==> config.mk <==
export PLATFORM = sky130hd
export DESIGN_NAME = wb_pipe_reg
export DESIGN_NICKNAME = d
export VERILOG_FILES = /design/src/rtl/wb_pkg.sv /design/src/rtl/wb_pipe_reg.sv
export SDC_FILE = /design/constraint.sdc
export NUM_CORES = 1
export LEC_CHECK = 0
export ABC_CLOCK_PERIOD_IN_PS = 1570
export BUFFER_PORTS_ARGS = -buffer_cell sky130_fd_sc_hd__buf_2
export CORE_ASPECT_RATIO = 0.6
export CORE_UTILIZATION = 35
export DETAILED_ROUTE_END_ITERATION = 7
export SYNTH_ARGS = -nofsm -noshare
export SYNTH_HDL_FRONTEND = slang
export SYNTH_SLANG_ARGS = --single-unit
==> constraint.sdc <==
create_clock -name clk -period 1.57 [get_ports clk]
set_input_delay 0.0785 -clock clk [delete_from_list [all_inputs] [get_ports clk]]
set_output_delay 0.0785 -clock clk [all_outputs]
set_load 0.01 [all_outputs]
==> src/rtl/wb_pkg.sv <==
// Shared types and constants for the MEM->WB pipeline register.
package wb_pkg;

  // Default widths; also the capacity of the payload struct fields.
  localparam int WB_DATA_W  = 32;
  localparam int WB_RADDR_W = 5;

  localparam logic WB_SEL_ALU = 1'b0;
  localparam logic WB_SEL_LD  = 1'b1;

  typedef enum logic [1:0] {
    ST_EMPTY = 2'd0,
    ST_ONE   = 2'd1,
    ST_FULL  = 2'd2
  } wb_state_e;

  typedef struct packed {
    logic [WB_DATA_W-1:0]  alu_out;
    logic [WB_DATA_W-1:0]  ld_data;
    logic [WB_RADDR_W-1:0] rd;
    logic                  reg_wen;
    logic                  wb_sel;
  } wb_payload_t;

endpackage

==> src/rtl/wb_pipe_reg.sv <==
// Two-entry MEM->WB skid buffer with registered ready/valid and a writeback forwarding tap.
// Optional macro WB_PIPE_FWD_EN enables the forwarding tap; otherwise fwd_* are tied to 0.
module wb_pipe_reg
  import wb_pkg::*;
#(
  parameter int DATA_W  = WB_DATA_W,
  parameter int RADDR_W = WB_RADDR_W
) (
  input  logic               clk,
  input  logic               rst,
  input  logic               flush,
  input  logic               in_valid,
  output logic               in_ready,
  input  logic [DATA_W-1:0]  M_alu_out,
  input  logic [DATA_W-1:0]  ld_data,
  input  logic [RADDR_W-1:0] M_rd,
  input  logic               M_reg_wen,
  input  logic               M_wb_sel,
  output logic               out_valid,
  input  logic               out_ready,
  output logic [DATA_W-1:0]  W_alu_out,
  output logic [DATA_W-1:0]  W_ld_data,
  output logic [RADDR_W-1:0] W_rd,
  output logic               W_reg_wen,
  output logic               W_wb_sel,
  output logic               fwd_valid,
  output logic [RADDR_W-1:0] fwd_rd,
  output logic [DATA_W-1:0]  fwd_data
);

  // DATA_W/RADDR_W must not exceed the package field widths.
  wb_state_e   state_q, state_d;
  wb_payload_t main_q, main_d;
  wb_payload_t skid_q, skid_d;
  wb_payload_t in_pl;
  logic        in_ready_q, in_ready_d;
  logic        out_valid_q, out_valid_d;
  logic        push, pop;

  always_comb begin
    in_pl                     = '0;
    in_pl.alu_out[DATA_W-1:0] = M_alu_out;
    in_pl.ld_data[DATA_W-1:0] = ld_data;
    in_pl.rd[RADDR_W-1:0]     = M_rd;
    in_pl.reg_wen             = M_reg_wen;
    in_pl.wb_sel              = M_wb_sel;
  end

  assign push = in_valid && in_ready_q;
  assign pop  = out_valid_q && out_ready;

  always_comb begin
    state_d = state_q;
    main_d  = main_q;
    skid_d  = skid_q;
    if (flush) begin
      state_d = ST_EMPTY;
    end else begin
      case (state_q)
        ST_EMPTY: begin
          if (push) begin
            state_d = ST_ONE;
            main_d  = in_pl;
          end
        end
        ST_ONE: begin
          if (push && pop) begin
            main_d = in_pl;
          end else if (push) begin
            state_d = ST_FULL;
            skid_d  = in_pl;
          end else if (pop) begin
            state_d = ST_EMPTY;
          end
        end
        ST_FULL: begin
          // Skid entry is promoted only after main has drained, keeping order.
          if (pop) begin
            state_d = ST_ONE;
            main_d  = skid_q;
          end
        end
        default: state_d = ST_EMPTY;
      endcase
    end
    // Handshake flags are registered copies of the next state.
    in_ready_d  = (state_d != ST_FULL);
    out_valid_d = (state_d != ST_EMPTY);
  end

  always_ff @(posedge clk) begin
    if (rst) begin
      state_q     <= ST_EMPTY;
      main_q      <= '0;
      skid_q      <= '0;
      in_ready_q  <= 1'b1;
      out_valid_q <= 1'b0;
    end else begin
      state_q     <= state_d;
      main_q      <= main_d;
      skid_q      <= skid_d;
      in_ready_q  <= in_ready_d;
      out_valid_q <= out_valid_d;
    end
  end

  assign in_ready  = in_ready_q;
  assign out_valid = out_valid_q;
  assign W_alu_out = main_q.alu_out[DATA_W-1:0];
  assign W_ld_data = main_q.ld_data[DATA_W-1:0];
  assign W_rd      = main_q.rd[RADDR_W-1:0];
  assign W_reg_wen = main_q.reg_wen;
  assign W_wb_sel  = main_q.wb_sel;

`ifdef WB_PIPE_FWD_EN
  assign fwd_valid = out_valid_q && main_q.reg_wen && (W_rd != '0);
  assign fwd_rd    = W_rd;
  assign fwd_data  = (main_q.wb_sel == WB_SEL_LD) ? W_ld_data : W_alu_out;
`else
  assign fwd_valid = 1'b0;
  assign fwd_rd    = '0;
  assign fwd_data  = '0;
`endif

endmodule

## Word level (Yosys, flattened, before mapping)

Cells that the tools add are included.

| operators by class | value |
|---|---|
| eq/ne operators | 6 |
| multiplexer cells | 11 |
| bitwise gates (word level) | 2 |
| reductions and logical operators | 8 |

Operator list:

| cell | number |
|---|---|
| $mux 71 | 3 |
| $pmux 71 s3 | 1 |
| $mux 2 | 6 |
| $ne 2x2->1 const B | 4 |
| $pmux 2 s3 | 1 |
| $reduce_and 5->1 | 1 |
| $reduce_and 4->1 | 1 |
| $logic_and 1x1->1 | 3 |
| $reduce_bool 3->1 | 1 |
| $eq 2x1->1 const B | 1 |
| $eq 2x2->1 const B | 1 |
| $logic_not 2->1 | 1 |
| $not 1->1 | 2 |
| $reduce_bool 2->1 | 1 |

| storage, ports and cells | value |
|---|---|
| flip-flop bits (word level) | 146 |
| bits of input ports | 76 |
| output and inout bits | 111 |
| word-level logic and storage cells | 40 |

## Longest topological paths before layout

| logic depth | value |
|---|---|
| depth in word-level cells | 7 |
| depth in mapped cells | 7 |
| gate-level depth less buffers | 3 |

## Least setup slack after synthesis

No wires, ideal clock.

| path | value |
|---|---|
| path type | flip-flop to flip-flop |
| start | register state_q[1] |
| end | register main_q (netlist bit W_ld_data[28]) |
| setup time | 133 ps |
| arrival | 1,403 ps |
| data required time | 1,437 ps |
| path slack | 34 ps |
| cell stages (with the launch flop) | 7 |
| buffers on the path | 3 |
| clock period less this slack | 1,536 ps |
| cells stage by stage | dfxtp_1 > and4bb_1 > buf_6 > buf_4 > buf_2 > a221oi_1 > a311oi_1 |

| between the ends | value |
|---|---|
| cells in the longest elaborated chain, start to end | 3 |
| elaborated cells on any way between the ends | 9 |
| classes of those cells | eq/ne: 5; mux: 1; reduce/logical: 3 |

RTL lines:

| what | line | text |
|---|---|---|
| from (decl) | wb_pipe_reg.sv:32 | `wb_state_e state_q, state_d;` |
| from (signal assigned) | wb_pipe_reg.sv:99 | `state_q <= state_d;` |
| $eq 2x1->1 (tied with other cells) | wb_pipe_reg.sv:59 | `case (state_q)` |
| $ne 2x2->1 (no line) / $reduce_bool 3->1 (equally long branches) | -- |  |
| $reduce_and 5->1 (no line) | -- |  |
| to (signal assigned) | wb_pipe_reg.sv:100 | `main_q <= main_d;` |
| to (decl) | wb_pipe_reg.sv:33 | `wb_payload_t main_q, main_d;` |

Parallel ways exist; a longest one is shown, timed or not.
A chain may end at the register's enable or synchronous reset.

## Worst setup path in the final report

| path | value |
|---|---|
| start | register state_q[1] |
| end | register main_q (netlist bit W_alu_out[21]) |

The elaborated chain is that of the path after synthesis.

==> metrics <==
detailed placer's ending HPWL 12.29 mm; Worst-Skew Late Latency 0.41 ns; crit end category flop; Setup TNS -0.006036 ns; # IOs 187; Yosys cell types 30; synthesized cell area 0.006708 mm²; Final ANT Viol Nets 0; ratio of cells with drive above 1 in the final layout 0.2425; H-tree levels 4; fin nets 1061; Design Power 9.582 mW; Synth area leaders dfxtp_1, a221oi_1, a311oi_1, nand2_1, a21oi_1; core area 0.01840 mm²; Fillers 1784; Die Ht 109.2 µm; antenna violations before repair 1; Top FF cell, synth dfxtp_1; first-pass GRT wire length 34.20 mm; final worst slack -0.006036 ns; vias in the first global route 6314; final instance area 0.009153 mm²; non-filler instance count after layout 1239; CTS Buf Count 17; Port-buffer cells 148; starting density of the core 0.3645; MaxCap Viol Count 0; CTS max path bufs 2; Synth Register Bits 146; CTS tree done; fmax 634.5 MHz; Placed Cells 1125; Setup Viol. Count Final 1; post-route minimum period 1.576 ns; clk sink count 146; pin count of the biggest net entering global routing 74; Async SR Flop Fraction 0; Slew Viols, Final 0; # DRC 0; failing checks setup timing; WP data required 1.88 ns; root buffer cell clkbuf_16; Gate Count Post-Synth 806; Initial DRC Count 657; CP peak stage delay 0.39 ns; outcome finished, violations left; Row Count 38; vias post-DR 6932; number of synthesized flops with an enable pin 0; Hold Slack 0.05561 ns; die boundary width 180.7 µm; dpl ws -0.09836 ns; Die ar. 0.01974 mm²; final hold violation count 0; Pre-antenna DRT Iters 5; register area share after synthesis 0.4357; Period Utilization, post-route 1.004; placed instance area 0.007594 mm²; Hold Crit Class primary input to flop; VDD IR max 0.7687 mV; Congestion Overflow GR 0; clk_skew 0.01643 ns; area leader, netlist dfxtp_1; via-per-instance ratio 5.595; mean post-synth cell area 8.322 µm²; PwrDens 1047 mW/mm²; Clk pin slew, worst setup/hold paths 0.07 ns; Post-Route WL 22.63 mm; Syn. warnings 0; WP data arrival 1.89 ns; Lkg Pwr 3.552 nW; critical path type flop to flop; crit path max fanout 9; most frequent cell after synthesis dfxtp_1; critical-path cell list and4bb_4 > buf_4 > buf_6 > a221oi_1 > a311oi_1; unrepaired setup endpoints after global routing yes; area grow syn2layout 36.45%; GP Congestion 0.7518; final core occ 0.4974; Slowest cell on crit path and4bb_4; DR WL/cell 18.27 µm; Synth top area share 0.4357; GRT Util Overall 0.2165; Post-synth top cells dfxtp_1, nand2_1, a21oi_1; CP Launch Type flop
[placed cells by master (no fill, tap or decap), types with 2 or more instances in the layout]
cell type / count
buf_2: 147
dfxtp_1: 145
nand2_1: 142
a21oi_1: 74
o21ai_0: 72
dlygate4sd3_1: 72
nand3_1: 71
a311oi_1: 67
a221oi_1: 66
conb_1: 38
buf_4: 22
clkbuf_16: 20
buf_12: 13
a221oi_2: 5
a311oi_2: 4
clkinvlp_4: 4
inv_6: 4
buf_6: 4
bufinv_16: 3
clkinv_2: 2
buf_16: 2
[kinds of logic (layout without fill, tap and decap cells)]
logic type / Yosys count / after routing / synth area share
buffers and inverters: 142 / 297 / 0.1175
AO/OA/AOI/OAI: 294 / 294 / 0.3020
AND/OR/NAND/NOR: 223 / 223 / 0.1442
other: 1 / 39 / 0.0005591
flip-flops: 146 / 146 / 0.4357
[worst paths after layout]
path              cells after the start  slack (ns)             to       start
setup / recovery                      5      -0.006  W_alu_out[21]  state_q[1]
hold / removal                        2        0.06     skid_q[46]         rst
setup reg to reg                      5      -0.006  W_alu_out[21]  state_q[1]
hold reg to reg                       2        0.47   W_alu_out[3]  skid_q[42]
[sequential cells by signal, indices dropped and copies added, names as in the netlist]
register,cells
W_alu_out,32
skid_q,71
out_valid,1
in_ready,1
W_wb_sel,1
W_ld_data,32
state_q,2
W_rd,5
W_reg_wen,1
[area by class of cell]
| type | instances | area, µm² | area share |
|---|---|---|---|
| Timing Repair Buffer | 264 | 2072 | 0.2264 |
| Sequential cell | 146 | 2924 | 0.3195 |
| Multi-Input combinational cell | 555 | 3244 | 0.3545 |
| Inverter | 1 | 3.754 | 0.0004101 |
| Antenna cell | 1 | 2.502 | 0.0002734 |
| Clock buffer | 18 | 429.2 | 0.04689 |
| Clock inverter | 14 | 176.4 | 0.01928 |
| Tap cell | 240 | 300.3 | 0.03281 |
[what timing repair did]
action,CTS,global route
gates cloned,0,5
pin swaps,1,11
endpoints found under the setup margin,37,71
hold buffers,72,0
hold endpoints to repair,144,0
resized for setup,2,16
setup buffers,0,4
[worst max-delay path, delay by kind of cell, from the launching register on]
kind	cells	cell delay [ns]
flops	1	0.34
compound gates	2	0.39
buf+inv	2	0.36
simple gates	1	0.39
[per-layer routing]
layer  vias to the layer above  wire [µm]  global-route usage
li1                       3289          -                   -
met4                         0         91             0.04457
met1                      3345      10960              0.3173
met3                        10       1617             0.03908
met5                         -          0                   0
met2                       288       9966              0.3290
[power by group]
part           switching [mW]  total [mW]  internal (mW)
combinational           0.772        1.39          0.620
clock                    1.70        4.23           2.53
sequential             0.0981        3.96           3.87
total                    2.57        9.58           7.01
Power figures use the tool's default switching activity.
